==> config.mk <==
export PLATFORM = sky130hd
export DESIGN_NAME = fetch_ctrl
export DESIGN_NICKNAME = d
export VERILOG_FILES = /design/src/rtl/fetch_pkg.sv /design/src/rtl/pc_incr.sv /design/src/rtl/fetch_ctrl.sv
export SDC_FILE = /design/constraint.sdc
export NUM_CORES = 1
export LEC_CHECK = 0
export CAP_MARGIN = 20
export CORE_MARGIN = 8
export CORE_UTILIZATION = 49
export CTS_CLUSTER_DIAMETER = 100
export CTS_CLUSTER_SIZE = 10
export DETAILED_ROUTE_END_ITERATION = 8
export GPL_ROUTABILITY_DRIVEN = 0
export PLACE_DENSITY = 0.91
export RECOVER_POWER = 25
export SLEW_MARGIN = 20
export SYNTH_ARGS = -nofsm -noshare
export SYNTH_HDL_FRONTEND = slang
export SYNTH_SLANG_ARGS = --single-unit
==> constraint.sdc <==
create_clock -name clk -period 2 [get_ports clk]
set_input_delay 0.2 -clock clk [delete_from_list [all_inputs] [get_ports clk]]
set_output_delay 0.2 -clock clk [all_outputs]
set_load 0.005 [all_outputs]
==> src/rtl/fetch_pkg.sv <==
// Shared types and constants for the instruction fetch controller.
// The redirect alignment check is enabled by defining FETCH_ALIGN_CHECK_EN.
package fetch_pkg;

    localparam int          INSN_W   = 32;
    localparam logic [31:0] RESET_PC = 32'h0000_3000;

    typedef enum logic [1:0] {
        IDLE,
        REQ,
        HOLD,
        DROP
    } fetch_state_e;

endpackage

==> src/rtl/pc_incr.sv <==
// Combinational +4 adder for instruction addresses; wraps modulo 2^32 with no carry out.
module pc_incr
    import fetch_pkg::*;
(
    input  logic [INSN_W-1:0] addr,
    output logic [INSN_W-1:0] sum
);

    assign sum = addr + INSN_W'(4);

endmodule

==> src/rtl/fetch_ctrl.sv <==
// Instruction fetch controller: owns the PC, runs a one-outstanding imem handshake
// and hands instructions to decode. Optional redirect alignment check: FETCH_ALIGN_CHECK_EN.
module fetch_ctrl
    import fetch_pkg::*;
(
    input  logic              clk,
    input  logic              rst_n,
    output logic              imem_req,
    output logic [INSN_W-1:0] imem_addr,
    input  logic              imem_rvalid,
    input  logic [INSN_W-1:0] imem_rdata,
    output logic              inst_valid,
    input  logic              inst_ready,
    output logic [INSN_W-1:0] inst,
    output logic [INSN_W-1:0] pc_out,
    output logic [INSN_W-1:0] pc_plus4,
    input  logic              redir_valid,
    input  logic [INSN_W-1:0] redir_target,
    output logic              fetch_err
);

    fetch_state_e      state, state_next;
    logic [INSN_W-1:0] pc, pc_next;
    logic [INSN_W-1:0] pend, pend_next;
    logic [INSN_W-1:0] pc_seq;
    logic [INSN_W-1:0] redir_addr;
    logic [INSN_W-1:0] jump_addr;
    logic              jump;
    logic              capture;

    pc_incr u_pc_seq (
        .addr (pc),
        .sum  (pc_seq)
    );

    pc_incr u_pc_plus4 (
        .addr (pc_out),
        .sum  (pc_plus4)
    );

`ifdef FETCH_ALIGN_CHECK_EN
    logic err_q, err_next;

    assign redir_addr = redir_target;
    assign fetch_err  = err_q;
`else
    // Without the check, low address bits are simply ignored.
    assign redir_addr = redir_target & ~INSN_W'(3);
    assign fetch_err  = 1'b0;
`endif

    // NOTE: every signal driven here gets a default first, so no path can infer a latch.
    always_comb begin
        state_next = state;
        pc_next    = pc;
        pend_next  = pend;
        jump       = 1'b0;
        jump_addr  = redir_addr;
        capture    = 1'b0;
`ifdef FETCH_ALIGN_CHECK_EN
        err_next   = err_q;
`endif

        case (state)
            IDLE: begin
                if (redir_valid) begin
                    jump = 1'b1;
                end else begin
`ifdef FETCH_ALIGN_CHECK_EN
                    if (!err_q) state_next = REQ;
`else
                    state_next = REQ;
`endif
                end
            end
            REQ: begin
                if (redir_valid) begin
                    if (imem_rvalid) begin
                        jump = 1'b1;
                    end else begin
                        pend_next  = redir_addr;
                        state_next = DROP;
                    end
                end else if (imem_rvalid) begin
                    capture    = 1'b1;
                    state_next = HOLD;
                end
            end
            HOLD: begin
                if (redir_valid) begin
                    jump = 1'b1;
                end else if (inst_ready) begin
                    pc_next    = pc_seq;
                    state_next = REQ;
                end
            end
            DROP: begin
                // The old response must land before the pending target can be fetched.
                if (imem_rvalid) begin
                    jump      = 1'b1;
                    jump_addr = redir_valid ? redir_addr : pend;
                end else if (redir_valid) begin
                    pend_next = redir_addr;
                end
            end
            default: state_next = IDLE;
        endcase

        if (jump) begin
            pc_next = jump_addr;
`ifdef FETCH_ALIGN_CHECK_EN
            if (jump_addr[1:0] != 2'b00) begin
                state_next = IDLE;
                err_next   = 1'b1;
            end else begin
                state_next = REQ;
                err_next   = 1'b0;
            end
`else
            state_next = REQ;
`endif
        end
    end

    // NOTE: sequential state uses non-blocking assignments so all flops update together.
    always_ff @(posedge clk or negedge rst_n) begin
        if (!rst_n) begin
            state      <= IDLE;
            pc         <= RESET_PC;
            pend       <= RESET_PC;
            imem_req   <= 1'b0;
            imem_addr  <= RESET_PC;
            inst_valid <= 1'b0;
            inst       <= '0;
            pc_out     <= RESET_PC;
        end else begin
            state      <= state_next;
            pc         <= pc_next;
            pend       <= pend_next;
            imem_req   <= (state_next == REQ) || (state_next == DROP);
            inst_valid <= (state_next == HOLD);
            // The in-flight address is frozen while a dropped response is awaited.
            if (state_next != DROP) imem_addr <= pc_next;
            if (capture) begin
                inst   <= imem_rdata;
                pc_out <= pc;
            end
        end
    end

`ifdef FETCH_ALIGN_CHECK_EN
    always_ff @(posedge clk or negedge rst_n) begin
        if (!rst_n) err_q <= 1'b0;
        else        err_q <= err_next;
    end
`endif

endmodule

# After elaboration in Yosys (flattened, before gate mapping)
# Index checks and enable logic that the tools add are counted.
word_totals:
  output_inout_bits: 131
  inputBits: 69
  ff_bits: 164
  wordCells: 50
op_classes:
  n_mux: 25
  n_addsub: 2
  reduce_logical: 5
  eq_ne: 10
op_table:
  columns: ["operator", "count"]
  rows:
  - ["$mux 32", 10]
  - ["$add 32x3->32 const B", 2]
  - ["$pmux 32 s2", 1]
  - ["$mux 2", 7]
  - ["$eq 2x2->1 const B", 4]
  - ["$ne 2x2->1 const B", 4]
  - ["$pmux 2 s3", 1]
  - ["$mux 1", 5]
  - ["$eq 2x1->1 const B", 2]
  - ["$reduce_and 4->1", 1]
  - ["$pmux 1 s3", 1]
  - ["$logic_not 2->1", 1]
  - ["$reduce_bool 2->1", 1]
  - ["$reduce_or 2->1", 1]
  - ["$logic_or 1x1->1", 1]

# Depth between registers and ports, before layout
logic_depth:
  ltp_word: 6
  mapped_depth: 8
  mapped_depth_nobuf: 5

# Cells and area by module
# Synthesis repeated with hierarchy kept, for this count alone.
unflattened:
  hier_cells: 715
  hier_area_um2: 8416.8
modules_own_cells:
  columns: ["mod", "area_per_inst_um2", "instances", "seq_area_each_um2", "cells_each"]
  rows:
  - ["fetch_ctrl", 7255.7, 1, 4088.9, 549]
  - ["pc_incr", 580.6, 2, 0.0, 83]

# Least setup slack after synthesis
# OpenSTA, ideal clock, no wires.
synth_path:
  kind: "register to output"
  start: "register pc_out[12]"
  end: "output port pc_plus4[20]"
  n_path_buf: 0
  arrival_time_ps: 1636
  t_required_ps: 1800
  stages_incl_launch_ff: 5
  setup_slack_ps: 164
  path_cell_list: "dfstp_2 -> nand4_1 -> nor4_2 -> nand4_1 -> xnor2_1"
synth_between:
  elab_chain_len: 1
synth_rtl:
  columns: ["element", "line_no", "source"]
  rows:
  - ["from (decl)", "fetch_ctrl.sv:15", "output logic [INSN_W-1:0] pc_out,"]
  - ["from (signal assigned)", "fetch_ctrl.sv:146", "pc_out <= pc;"]
  - ["$add 32x3->32", "pc_incr.sv:9", "assign sum = addr + INSN_W'(4);"]
  - ["to (decl)", "fetch_ctrl.sv:16", "output logic [INSN_W-1:0] pc_plus4,"]
# Every way passes these cells.

# Worst setup path in the final report
layout_path:
  start: "register pc_out[3]"
  end: "output port pc_plus4[29]"
# The elaborated chain is that of the path after synthesis.

==> metrics.yaml <==
run_status:
  status: "finished, violations left"
  violations: "negative setup slack"
sta:
  setup_ws_ns: -0.363
  max_slew_margin: 0.128
  post-route-period-util: 1.18
  rsz0062_at_grt: "yes"
  finalSetupViolCount: 18
  clock.fmax_mhz: 423
  hold_violations: 0
  finClkSkew_ns: 0.00752
  tightest_slew_ns: 1.31
  fin_crit_ns: 2.36
  drv_slew: 0
yosys:
  yosysMostFrequentCell: "dfrtp_1"
  synth_seq_area_share: 0.527
  synth.top_cells.by_count: "156 x dfrtp_1, 104 x mux2_2, 85 x nand2_1"
  yosysTopAreaCellShare: 0.500
  syn_inst: 685
  syn_area_sq_mm: 0.00780
  postSynthAreaPerCell_sq_um: 11.4
  ys_top_cells_by_area: "dfrtp_1 50%, mux2_2 15%, nand2_1 4.1%"
  synthFlopType: "dfrtp_1"
  synth.distinct_cells: 59
  ys_ff_latch: 164
  async_reset_ff_frac: 1.00
  synth_fp_nets: 756
  synth_edf_count: 0
  yosysTopAreaCell: "dfrtp_1"
  yosysWarningCount: 0
route:
  ant_nets: 0
  vias_per_cell: 5.56
  dr.pass1.iters: 6
  vias: 6681
  wire_per_inst_microns: 19.3
  drt-initial-drc-count: 511
  drt-total-wl_mm: 23.2
  drc_errors: 0
setup_path:
  cp_num_buf_inv: 3
  worstPathRequired_ns: 1.80
  criticalPathCategory: "reg -> out"
  crit_chain: "and3_4 -> nand3_2 -> nor4_4 -> buf_4 -> buf_4 -> nand4_1 -> xnor2_1 -> dlygate4sd2_1"
  worst_setup_path_start_kind: "flip-flop"
  critPathTopFamily: "simple AND/OR/NAND/NOR gates"
  ff2ff_setup_slack_ns: 0.08
  worst_path_max_delay_cell: "dfrtp_1"
  path_max_fanout: 3
  crit_arrival_ns: 2.16
  critPathCaptureType: "primary output"
  cp_common_cell: "buf_4"
  cp_slowest_stage_delay_ns: 0.36
layout:
  utilization: 0.727
  antenna_cells: 0
  drive_above_1_share: 0.311
  multi_input_area_sq_mm: 0.00363
  instances_no_fill: 1201
  nets: 1043
  fill_cells: 1017
  area_growth_pct: 46.4
  seqCellArea_sq_mm: 0.00412
pwr:
  power_density_mw_per_mm2: 1140
  pwr-share-clk: 0.260
  pwr-share-seq: 0.374
  power_frac_comb: 0.366
  total_power_mw: 13.0
  p_sw_mw: 3.93
  p_sw_frac: 0.302
  p_leak_nw: 4.85
  internal-power_mw: 9.09
  ir_drop_v: 0.000627
clock_tree:
  cts_max_path_buffers: 2
  cts_tree: "built"
  clk_pin_slew_ns: 0.06
  h-tree-depth: 4
  cts_buffers: 17
  cts.sinks: 164
  cts-root-buf: "clkbuf_16"
  clk_latency_ns: 0.43
global_route:
  grt.overflow.total: 0
  antenna_found_initial: 0
  grtUsageTotal: 0.231
  grt_pass1_wl_mm: 36.7
  grt_max_degree: 57
  grt_pass1_vias: 6984
die:
  dieArea_sq_mm: 0.0202
  rows: 46
  die_y_microns: 142
  core_sq_mm: 0.0157
  fp.dieW_microns: 142
  io_pins: 200
  start_util: 0.497
placed_design:
  pre_cts_ws_ns: -0.209
  dp_hpwl_mm: 17.0
  portBuffers: 196
  placedCellCount: 1153
hold_path:
  hp-class: "in -> reg"
job:
  max-cap-violations: 0
## power by group through the flow
| stage | Clock (mW) | Sequential [mW] | Combinational (mW) |
|---|---|---|---|
| finish | 3.39 | 4.86 | 4.76 |
| global route | 3.58 | 4.96 | 5.13 |
| CTS | 3.44 | 4.83 | 4.70 |
| detailed placement | 0 | 4.87 | 4.82 |
| global placement | 0 | 4.81 | 4.67 |
| floorplan | 0 | 4.94 | 1.59 |
## worst register-to-register path: cells and delay by family (launching register included)
kind / cells / cell delay, ns
AO/OA/AOI/OAI: 1 / 0.16
flip-flops: 1 / 0.63
multiplexers: 1 / 0.30
AND/OR/NAND/NOR: 3 / 0.74
## sequential cells by signal (all words and copies together) (netlist names)
signal      count
pend           32
state           2
imem_addr      32
inst_valid      1
inst           32
imem_req        1
pc             32
pc_out         32
## final cells by class
type	count	area share
multi-input combinational	478	0.318
timing repair buffer	304	0.241
sequential	164	0.360
tap	216	0.0237
clock inverter	11	0.0129
inverter	7	0.00230
clock buffer	21	0.0412
## timing repair
| action | CTS | global route |
|---|---|---|
| endpoints found under the hold margin | 42 | 0 |
| hold buffers | 1 | 0 |
| pin swaps | 18 | 15 |
| setup buffers | 14 | 4 |
| gates resized for setup | 93 | 24 |
| setup endpoints to repair | 28 | 29 |
## path summary, 6_finish.rpt
path | depth (start not counted) | to | startpoint
worst min-delay path | 2 | inst[12] | imem_rdata[12]
min in group asynchronous | 2 | imem_addr[2] | rst_n
worst max register to register | 5 | imem_addr[26] | pc[13]
worst min register to register | 2 | imem_addr[22] | imem_addr[22]
worst max-delay path | 8 | pc_plus4[29] | pc_out[3]
max in group asynchronous | 3 | pc_out[30] | rst_n
## layer usage
metal  part of all wire  GRT usage  up-vias
li1                   -          -     3036
met1               0.40      0.273     3306
met2               0.48      0.375      296
met3               0.10     0.0872       43
met4              0.023     0.0910        0
met5                  0          0        -
## layout by cell type, fill, tap and decap left out, types with 7 or more instances in the layout
cell type | netlist | layout
dlygate4sd2_1 | 0 | 8
and3_1 | 19 | 16
inv_1 | 7 | 7
xnor2_1 | 33 | 32
clkdlybuf4s50_1 | 0 | 167
nand4_1 | 21 | 21
buf_2 | 23 | 15
nor2_1 | 26 | 24
xor2_1 | 17 | 16
buf_4 | 3 | 96
nand2_1 | 85 | 82
and2_1 | 7 | 7
mux2i_1 | 7 | 7
o21ai_0 | 17 | 17
dfstp_2 | 8 | 8
dfrtp_1 | 156 | 155
mux2_2 | 104 | 104
clkbuf_16 | 0 | 17
nand3_1 | 29 | 23
a21oi_1 | 28 | 28
## stage by stage
| stage | setup TNS [ns] | area [sq um] | hold slack, ns |
|---|---|---|---|
| finish | -4.40 | 11400 | 0.377 |
| global route | -7.55 | 11400 | 0.368 |
| global placement | -3.47 | 10600 | 0.184 |
| floorplan | 0 | 7800 | -0.0956 |
| detailed placement | -6.41 | 10600 | 0.185 |
| CTS | -5.06 | 11300 | 0.303 |
## kinds of logic after synthesis
family / synth area share
compound gates: 0.0738
xor+xnor: 0.0561
fa+ha+maj: 0.00321
buf+inv: 0.0258
flops: 0.527
mux: 0.159
other cells: 0.000481
simple gates: 0.154
Note: power is estimated with default switching activity, not from simulation.
